File: src/rtl/shift_offset_sched_pkg.sv
// Shared types, sizing and modular-arithmetic helpers for the shift-offset
// sequencer of one share-group layer.
package shift_sched_pkg;

    localparam int SHARED_BANK_NUM = 5;
    localparam int SHIFT_WIDTH     = $clog2(SHARED_BANK_NUM);
    localparam int VN_MAX          = 8;
    localparam int VN_CNT_WIDTH    = $clog2(VN_MAX + 1);
    localparam int LAT             = 2;

    typedef logic [SHIFT_WIDTH-1:0]  shift_t;
    typedef logic [VN_CNT_WIDTH-1:0] vn_cnt_t;
    typedef logic [1:0]              state_t;

    localparam state_t S_IDLE   = 2'd0;
    localparam state_t S_ACCEPT = 2'd1;
    localparam state_t S_CALC   = 2'd2;
    localparam state_t S_EMIT   = 2'd3;

    typedef struct packed {
        logic    valid;
        logic    last;
        vn_cnt_t idx;
        shift_t  data;
    } pipe_stage_t;

    // Operands are below ws, so a single conditional subtract is a full modulo.
    function automatic shift_t mod_add(input shift_t a, input shift_t b, input shift_t ws);
        logic [SHIFT_WIDTH:0] sum;
        sum = {1'b0, a} + {1'b0, b};
        if (sum >= {1'b0, ws}) begin
            sum = sum - {1'b0, ws};
        end
        return sum[SHIFT_WIDTH-1:0];
    endfunction

    function automatic shift_t preproc_shift(input shift_t o, input shift_t ws);
        return (o == '0) ? '0 : shift_t'(ws - o);
    endfunction

endpackage

File: src/rtl/shift_offset_sched_mod_pipe.sv
// Registered mod-W^s adder: the sum is formed at the handshake and then carried
// through STAGES flops together with its VN index and last-VN flag.
module shift_mod_pipe
    import shift_sched_pkg::*;
#(
    parameter int STAGES = LAT
) (
    input  logic                    sys_clk,
    input  logic                    rstn,
    input  logic                    in_valid_i,
    input  logic                    in_last_i,
    input  logic [VN_CNT_WIDTH-1:0] in_idx_i,
    input  logic [SHIFT_WIDTH-1:0]  acc_i,
    input  logic [SHIFT_WIDTH-1:0]  shift_i,
    input  logic [SHIFT_WIDTH-1:0]  ws_i,
    output logic                    out_valid_o,
    output logic                    out_last_o,
    output logic [VN_CNT_WIDTH-1:0] out_idx_o,
    output logic [SHIFT_WIDTH-1:0]  out_data_o,
    output logic                    pre_valid_o
);
    pipe_stage_t stage_q [STAGES];
    pipe_stage_t stage_d [STAGES];

    always_comb begin
        stage_d[0].valid = in_valid_i;
        stage_d[0].last  = in_last_i;
        stage_d[0].idx   = in_idx_i;
        stage_d[0].data  = mod_add(acc_i, shift_i, ws_i);
        for (int i = 1; i < STAGES; i++) begin
            stage_d[i] = stage_q[i-1];
        end
    end

    // NOTE: the whole pipe is cleared, not just the valid bits, so a reset
    // mid-layer can never leak a stale offset or last flag into a new layer.
    always_ff @(posedge sys_clk) begin
        if (!rstn) begin
            stage_q <= '{default: '0};
        end else begin
            stage_q <= stage_d;
        end
    end

    assign out_valid_o = stage_q[STAGES-1].valid;
    assign out_last_o  = stage_q[STAGES-1].last;
    assign out_idx_o   = stage_q[STAGES-1].idx;
    assign out_data_o  = stage_q[STAGES-1].data;

    // Result lands on the output next cycle; lets the FSM enter EMIT in step.
    if (STAGES >= 2) begin : g_pre
        assign pre_valid_o = stage_q[STAGES-2].valid;
    end else begin : g_no_pre
        assign pre_valid_o = 1'b0;
    end

endmodule

File: src/rtl/shift_offset_sched.sv
// Shift-offset sequencer for one share-group layer: accepts one shift per VN,
// accumulates O_m = (O_{m-1} + s_m) mod W^s and emits offsets in VN order.
module shift_offset_sched
    import shift_sched_pkg::*;
(
    input  logic                    sys_clk,
    input  logic                    rstn,
    input  logic                    start_i,
    input  logic [VN_CNT_WIDTH-1:0] vn_num_i,
    input  logic [SHIFT_WIDTH-1:0]  ws_i,
    input  logic                    shift_valid_i,
    input  logic [SHIFT_WIDTH-1:0]  shift_i,
    output logic                    shift_ready_o,
    output logic                    offset_valid_o,
    output logic [SHIFT_WIDTH-1:0]  offset_o,
    output logic [VN_CNT_WIDTH-1:0] vn_idx_o,
    output logic                    is_vnLast_o,
    output logic                    busy_o,
    output logic                    done_o,
    output logic                    err_o
);
    state_t  state_q, state_d;
    vn_cnt_t vn_num_q, vn_num_d;
    vn_cnt_t vn_cnt_q, vn_cnt_d;
    shift_t  ws_q, ws_d;
    shift_t  acc_q, acc_d;
    logic    done_q, done_d;

    logic    cfg_bad, start_ok, handshake, shift_bad, is_last_vn;
    shift_t  shift_eff, acc_eff;
    logic    pipe_valid, pipe_pre_valid, pipe_last;
    vn_cnt_t pipe_idx;
    shift_t  pipe_data;

    always_comb begin
        cfg_bad    = (vn_num_i == '0) || (vn_num_i > vn_cnt_t'(VN_MAX)) ||
                     (ws_i == '0) || (ws_i > shift_t'(SHARED_BANK_NUM));
        start_ok   = start_i && (state_q == S_IDLE) && !cfg_bad;
        handshake  = shift_valid_i && (state_q == S_ACCEPT);
        // An out-of-range shift is flagged but contributes nothing to the sum.
        shift_bad  = handshake && (shift_i >= ws_q);
        shift_eff  = shift_bad ? '0 : shift_i;
        acc_eff    = (vn_cnt_q == '0) ? '0 : acc_q;
        is_last_vn = (vn_cnt_q == vn_num_q - vn_cnt_t'(1));
    end

    shift_mod_pipe #(.STAGES(LAT)) u_pipe (
        .sys_clk    (sys_clk),
        .rstn       (rstn),
        .in_valid_i (handshake),
        .in_last_i  (is_last_vn),
        .in_idx_i   (vn_cnt_q),
        .acc_i      (acc_eff),
        .shift_i    (shift_eff),
        .ws_i       (ws_q),
        .out_valid_o(pipe_valid),
        .out_last_o (pipe_last),
        .out_idx_o  (pipe_idx),
        .out_data_o (pipe_data),
        .pre_valid_o(pipe_pre_valid)
    );

    always_ff @(posedge sys_clk) begin
        if (!rstn) begin
            state_q <= S_IDLE;
        end else begin
            state_q <= state_d;
        end
    end

    always_comb begin
        state_d = state_q;
        unique case (state_q)
            S_IDLE:   if (start_ok)       state_d = S_ACCEPT;
            S_ACCEPT: if (handshake)      state_d = (LAT == 1) ? S_EMIT : S_CALC;
            S_CALC:   if (pipe_pre_valid) state_d = S_EMIT;
            S_EMIT:   state_d = pipe_last ? S_IDLE : S_ACCEPT;
            default:  state_d = S_IDLE;
        endcase
    end

    always_comb begin
        vn_num_d = vn_num_q;
        ws_d     = ws_q;
        acc_d    = acc_q;
        vn_cnt_d = vn_cnt_q;
        done_d   = 1'b0;
        if (start_ok) begin
            vn_num_d = vn_num_i;
            ws_d     = ws_i;
            acc_d    = '0;
            vn_cnt_d = '0;
        end
        if (state_q == S_EMIT) begin
            acc_d  = pipe_data;
            done_d = pipe_valid && pipe_last;
            if (!pipe_last) begin
                vn_cnt_d = vn_cnt_q + vn_cnt_t'(1);
            end
        end
    end

    always_ff @(posedge sys_clk) begin
        if (!rstn) begin
            vn_num_q <= '0;
            ws_q     <= '0;
            acc_q    <= '0;
            vn_cnt_q <= '0;
            done_q   <= 1'b0;
        end else begin
            vn_num_q <= vn_num_d;
            ws_q     <= ws_d;
            acc_q    <= acc_d;
            vn_cnt_q <= vn_cnt_d;
            done_q   <= done_d;
        end
    end

    always_comb begin
        shift_ready_o  = (state_q == S_ACCEPT);
        offset_valid_o = (state_q == S_EMIT);
        is_vnLast_o    = (state_q == S_EMIT) && pipe_last;
        offset_o       = '0;
        vn_idx_o       = '0;
        if (state_q == S_EMIT) begin
            offset_o = pipe_last ? preproc_shift(pipe_data, ws_q) : pipe_data;
            vn_idx_o = pipe_idx;
        end
        busy_o = (state_q != S_IDLE);
        done_o = done_q;
        err_o  = rstn && ((start_i && ((state_q != S_IDLE) || cfg_bad)) || shift_bad);
    end

endmodule

File: config.mk
export PLATFORM = sky130hd
export DESIGN_NAME = shift_offset_sched
export DESIGN_NICKNAME = d
export VERILOG_FILES = /design/src/rtl/shift_offset_sched_pkg.sv /design/src/rtl/shift_offset_sched_mod_pipe.sv /design/src/rtl/shift_offset_sched.sv
export SDC_FILE = /design/constraint.sdc
export NUM_CORES = 1
export LEC_CHECK = 0
export ABC_AREA = 1
export CAP_MARGIN = 20
export CORE_ASPECT_RATIO = 0.8
export CORE_UTILIZATION = 58
export DETAILED_ROUTE_END_ITERATION = 10
export GPL_ROUTABILITY_DRIVEN = 1
export GPL_TIMING_DRIVEN = 0
export HOLD_SLACK_MARGIN = 0.06
export PLACE_DENSITY = 0.84
export SLEW_MARGIN = 20
export SYNTH_ARGS = -nofsm -noshare
export SYNTH_HDL_FRONTEND = slang
export SYNTH_SLANG_ARGS = --single-unit
export TNS_END_PERCENT = 10
File: constraint.sdc
create_clock -name sys_clk -period 7.2 [get_ports sys_clk]
set_input_delay 1.08 -clock sys_clk [delete_from_list [all_inputs] [get_ports sys_clk]]
set_output_delay 1.08 -clock sys_clk [all_outputs]
set_load 0.005 [all_outputs]
== Word-level counts from Yosys, hierarchy flattened ==
Index checks and enable logic that the tools add are counted.

* Add/subtract/negate cells: 5
* Order comparisons: 4
* Equal/unequal tests: 7
* Multiplexer cells: 17
* Reduce and logical (&&, ||, !) cells: 23

{| class="wikitable"
|+ Operators by type and width
! operator !! count
|-
| 3-bit 2-to-1 mux || 8
|-
| 4-bit 2-to-1 mux || 4
|-
| 1-bit logical AND || 8
|-
| 4-bit logical NOT || 2
|-
| 2-bit case mux with 4 select lines || 1
|-
| 3-bit logical NOT || 2
|-
| 2-bit 2-to-1 mux || 3
|-
| 3-bit subtractor || 2
|-
| 1-bit logical OR || 5
|-
| 3-bit by 3-bit adder with 4-bit output || 1
|-
| 4-bit by 1-bit adder with 4-bit output, second input constant || 1
|-
| 2-bit equality test, second input constant || 2
|-
| 4-bit equality test || 1
|-
| 4-bit by 3-bit greater-or-equal comparator with 1-bit output || 1
|-
| 4-bit greater-than comparator, second input constant || 1
|-
| 2-bit by 1-bit inequality test with 1-bit output, second input constant || 2
|-
| 2-bit nonzero test || 2
|-
| 4-bit by 1-bit subtractor with 4-bit output, second input constant || 1
|-
| 3-bit greater-or-equal comparator || 1
|-
| 3-bit greater-than comparator, second input constant || 1
|-
| 3-bit AND reduction || 1
|-
| 2-bit by 1-bit equality test with 1-bit output, second input constant || 1
|-
| 2-bit logical NOT || 1
|-
| 2-bit inequality test, second input constant || 1
|-
| other kinds (3) || 3
|}

* Register bits: 35
* Input bits: 14

== Logic depth before layout (Yosys ltp) ==
* Depth in word-level cells: 9
* Depth in mapped cells: 18
* Gate-level depth less buffers: 18

== Hierarchy ==
From an unflattened synthesis, not the netlist that was laid out.

* Cells, all modules: 276
* Area total of the unflattened synthesis: 2011.9 um^2

{| class="wikitable"
|+ Modules (own cells, without submodules)
! module !! instances !! cells each !! area an instance (um^2)
|-
| shift_offset_sched || 1 || 181 || 1252.5
|-
| shift_mod_pipe || 1 || 95 || 759.5
|}

== Least setup slack after synthesis ==
No wires, ideal clock.

* Kind: input to register
* Start point: input port shift_i[2]
* End point: register u_pipe.stage_q, in the netlist u_pipe.stage_d[2]
* Data arrival time: 3.556 ns
* Setup slack: 3.520 ns
* Stages on the path: 17
* Path buffers: 0
* Cell sequence: ha_1 > a21oi_1 > o211ai_1 > nand3_1 > inv_1 > nor2_1 > ha_1 > inv_1 > fa_1 > inv_1 > fa_1 > a21oi_1 > nor2_1 > nor2_1 > nand3_1 > o21ai_0 > a21oi_1

* Longest elaborated chain between the ends: 6
* Elaborated cells between the ends (all ways): 7
* Those cells by class: add/sub: 2; order compare: 2; mux: 2; reduce/logical: 1

{| class="wikitable"
|+ RTL lines
! what !! RTL line !! text
|-
| start: declaration || shift_offset_sched.sv:12 || <nowiki>input logic [SHIFT_WIDTH-1:0] shift_i,</nowiki>
|-
| 3-bit greater-or-equal comparator || shift_offset_sched.sv:41 || <nowiki>shift_bad = handshake && (shift_i >= ws_q);</nowiki>
|-
| 1-bit logical AND || shift_offset_sched.sv:41 ||
|-
| 3-bit 2-to-1 mux (*) || shift_offset_sched.sv:42 || <nowiki>shift_eff = shift_bad ? '0 : shift_i;</nowiki>
|-
| 3-bit by 3-bit adder with 4-bit output (*) || shift_offset_sched_pkg.sv:30 || <nowiki>sum = {1'b0, a} + {1'b0, b};</nowiki>
|-
| 4-bit by 3-bit greater-or-equal comparator with 1-bit output / 3-bit subtractor (equally long branches) || shift_offset_sched_pkg.sv:31, shift_offset_sched_pkg.sv:32 ||
|-
| 3-bit 2-to-1 mux (*) || shift_offset_sched_pkg.sv:31 || <nowiki>if (sum >= {1'b0, ws}) begin</nowiki>
|-
| end signal: assignment || shift_offset_sched_mod_pipe.sv:41 || <nowiki>stage_q <= stage_d;</nowiki>
|-
| end: declaration || shift_offset_sched_mod_pipe.sv:22 || <nowiki>pipe_stage_t stage_q [STAGES];</nowiki>
|}

Mark *: on every way between the ends. The rest lies on a longest branch, timed or not.
A chain may end at the register's enable or synchronous reset.

== Worst setup path in the final report ==
* Start point: input port shift_i[2]
* End point: register u_pipe.stage_q, in the netlist u_pipe.stage_d[0]

Same word-level chain as after synthesis.

==> flow_metrics.env <==
export IMPL_finalWorstSetupSlack_ns=3.12
export IMPL_ys_ff_latch=35
export IMPL_die_area_um2=3490
export IMPL_critPathKind="in -> reg"
export IMPL_cts_sinks=35
export IMPL_synth_edf_count=0
export IMPL_port_buffer_count=25
export IMPL_globalplace_congestion=0.878
export IMPL_yosys_warnings=0
export IMPL_drc=0
export IMPL_area_growth_pct=22.9
export IMPL_cp_start_kind="input port"
export IMPL_finalMaxSlewViolations=0
export IMPL_diodes=0
export IMPL_synthTopCellsByArea="dfxtp_1 (37%), inv_1 (11%), ha_1 (11%)"
export IMPL_cp_required_ns=7.38
export IMPL_grt_pass1_wl_mm=6.42
export IMPL_die_x_um=65.8
export IMPL_die_h_um=53.1
export IMPL_wl_per_cell_um=11.8
export IMPL_htreeDepth=2
export IMPL_clockRootBuffer="clkbuf_8"
export IMPL_ioPinCount=27
export IMPL_post_dp_hpwl_mm=2.90
export IMPL_vias=1649
export IMPL_post_cts_resized=0
export IMPL_finalNonFillerCells=326
export IMPL_synth_fp_nets=287
export IMPL_postLayoutCellArea_um2=2320
export IMPL_core_area_um2=3090
export IMPL_hold_viol=0
export IMPL_rsz0062_at_grt="false"
export IMPL_grt_pass1_vias=1538
export IMPL_ys_async_sr_fraction=0
export IMPL_drt_iter0_markers=67
export IMPL_ys_seq_area_frac=0.371
export IMPL_synth_commonest_cells="inv_1 (57), nand2_1 (43), dfxtp_1 (35), a21oi_1 (21), ha_1 (17)"
export IMPL_synthFlopType="dfxtp_1"
export IMPL_antenna_found_initial=0
export IMPL_initial_core_util=0.612
export IMPL_routed_via_density=5.06
export IMPL_worstMarginPinSlew_ns=0.441
export IMPL_antenna_left=0
export IMPL_cpMaxStageDelayCell="fa_1"
export IMPL_grt_ovfl_total=0
export IMPL_setup_viol=0
export IMPL_nFillCells=248
export IMPL_cpPeakStageDelay_ns=0.47
export IMPL_fmax_mhz=245
export IMPL_cts_path_max_buffers=2
export IMPL_min_delay_path_class="reg -> reg"
export IMPL_syn_inst=253
export IMPL_drive_gt1_frac=0.0629
export IMPL_yosysMostFrequentCell="inv_1"
export IMPL_grt_usage=0.254
export IMPL_grt_max_degree=12
export IMPL_maxCapViolCount=0
export IMPL_tns_ns=0
export IMPL_fin_nets=319
export IMPL_min_period_ns=4.08
export IMPL_ir_drop_mv=0.184
export IMPL_whs_ns=0.414
export IMPL_synth_area_leader_cell="dfxtp_1"
export IMPL_dr_pass1_iters=4
export IMPL_fin_crit_sh=0.566
export IMPL_critPathMaxFanout=6
export IMPL_cp_arrival_ns=4.26
export IMPL_tritoncts="done"
export IMPL_synth_top_cell_area_share=0.371
export IMPL_clk_latency_ns=0.29
export IMPL_post_dp_cell_area_um2=2190
export IMPL_dp_cells=318
export IMPL_slew_headroom=0.706
export IMPL_power_density_nw_per_um2=256
export IMPL_rows=18
export IMPL_path_cells="clkdlybuf4s50_1 -> ha_1 -> a21oi_1 -> o211ai_1 -> nand3_1 -> inv_1 -> nor2_1 -> ha_1 -> inv_1 -> fa_1 -> inv_1 -> fa_1 -> a21oi_1 -> nor2_1 -> nor2_1 -> nand3_1 -> o21ai_0 -> a21oi_1"
export IMPL_end_kind="flop"
export IMPL_drt_total_wl_mm=3.83
export IMPL_preCtsSetupSlack_ns=2.83
export IMPL_power_leakage_nw=1.10
export IMPL_postCtsSetupBuffers=0
export IMPL_finClkSkew_ns=0.00698
export IMPL_cts_hold_buf=0
export IMPL_clk_pin_slew_worst_paths_ns=0.07
export IMPL_status="completed"
export IMPL_synth_avg_cell_area_um2=7.47
export IMPL_cts_buffers=5
export IMPL_ys_types=25
export IMPL_syn_cell_area_um2=1890
worst max-delay path, delay by kind of cell:
family | cells | cell delay [ns]
adders and majority gates | 4 | 1.40
buffers and inverters | 4 | 0.63
AOI/OAI and AO/OA | 5 | 0.62
and+or+nand+nor | 5 | 0.52
routing by layer:
metal	track usage	wire, µm	share of wire
met2	0.444	1800	0.47
met4	0.145	63	0.016
met1	0.284	1780	0.47
met5	0	0	0
met3	0.0603	186	0.049
report_power, final:
| part | switching (mW) | internal (mW) | leakage [nW] |
|---|---|---|---|
| Combinational | 0.0886 | 0.0705 | 0.753 |
| Clock | 0.0700 | 0.138 | 0.0654 |
| Sequential | 0.0152 | 0.213 | 0.285 |
through the flow:
| step | total power, mW | util |
|---|---|---|
| after floorplan | 0.341 | - |
| after global placement | 0.382 | 0.710 |
| after detailed placement | 0.390 | 0.710 |
| after CTS | 0.598 | 0.753 |
| after global routing | 0.630 | 0.753 |
| final | 0.595 | 0.753 |
registers in the layout, indices dropped and copies added (netlist names), 2 cells and up:
signal,flops
u_pipe.out_data_o,3
ws_q,3
vn_num_q,4
u_pipe.out_idx_o,4
state_q,2
vn_cnt_q,4
acc_q,3
u_pipe.stage_d,8
worst paths after layout:
kind                 startpoint                end  slack, ns  cells past startpoint
min          u_pipe.out_valid_o             done_o       0.41                      2
min reg2reg  u_pipe.out_valid_o             done_o       0.41                      2
max                  shift_i[2]  u_pipe.stage_d[0]       3.12                     18
max reg2reg             ws_q[1]  u_pipe.stage_d[0]       3.90                     18
cells by family (layout without fill, tap and decap cells):
family,Yosys count,after routing,synth area share
AO/OA/AOI/OAI,42,42,0.120
XOR/XNOR,9,9,0.0417
adder cells (fa/ha/maj),20,20,0.144
buffers and inverters,66,99,0.140
flip-flops,35,35,0.371
AND/OR/NAND/NOR,81,81,0.183
final cells by class:
cell class	instances	area, µm²	share of cell area
plain buffers	6	38.8	0.0167
repair buffers	25	250	0.108
clock inverters	2	60.1	0.0259
inverters	60	225	0.0970
multi-input cells	152	925	0.398
clock buffers	6	72.6	0.0312
well taps	40	50.0	0.0216
flip-flops and latches	35	701	0.302
placed cells by master (no fill, tap or decap):
cell type / netlist / layout
o21ai_0: 6 / 6
nor3_1: 5 / 5
buf_4: 2 / 2
nor2_4: 1 / 1
ha_1: 17 / 17
nand2_1: 43 / 43
dfxtp_1: 35 / 35
clkbuf_1: 2 / 3
nand4_2: 1 / 1
fa_1: 3 / 3
nor2_2: 1 / 1
bufinv_16: 0 / 2
clkbuf_8: 0 / 5
o21ai_1: 7 / 7
clkdlybuf4s50_1: 0 / 25
buf_2: 1 / 1
xor2_1: 3 / 3
a31oi_1: 1 / 1
nor2_1: 16 / 16
nand3_1: 14 / 14
xnor2_1: 6 / 6
a21oi_2: 1 / 1
buf_6: 1 / 1
o211ai_1: 3 / 3
inv_1: 57 / 57
inv_2: 3 / 3
a21oi_1: 21 / 21
o22ai_1: 3 / 3
Power figures use the tool's default switching activity.
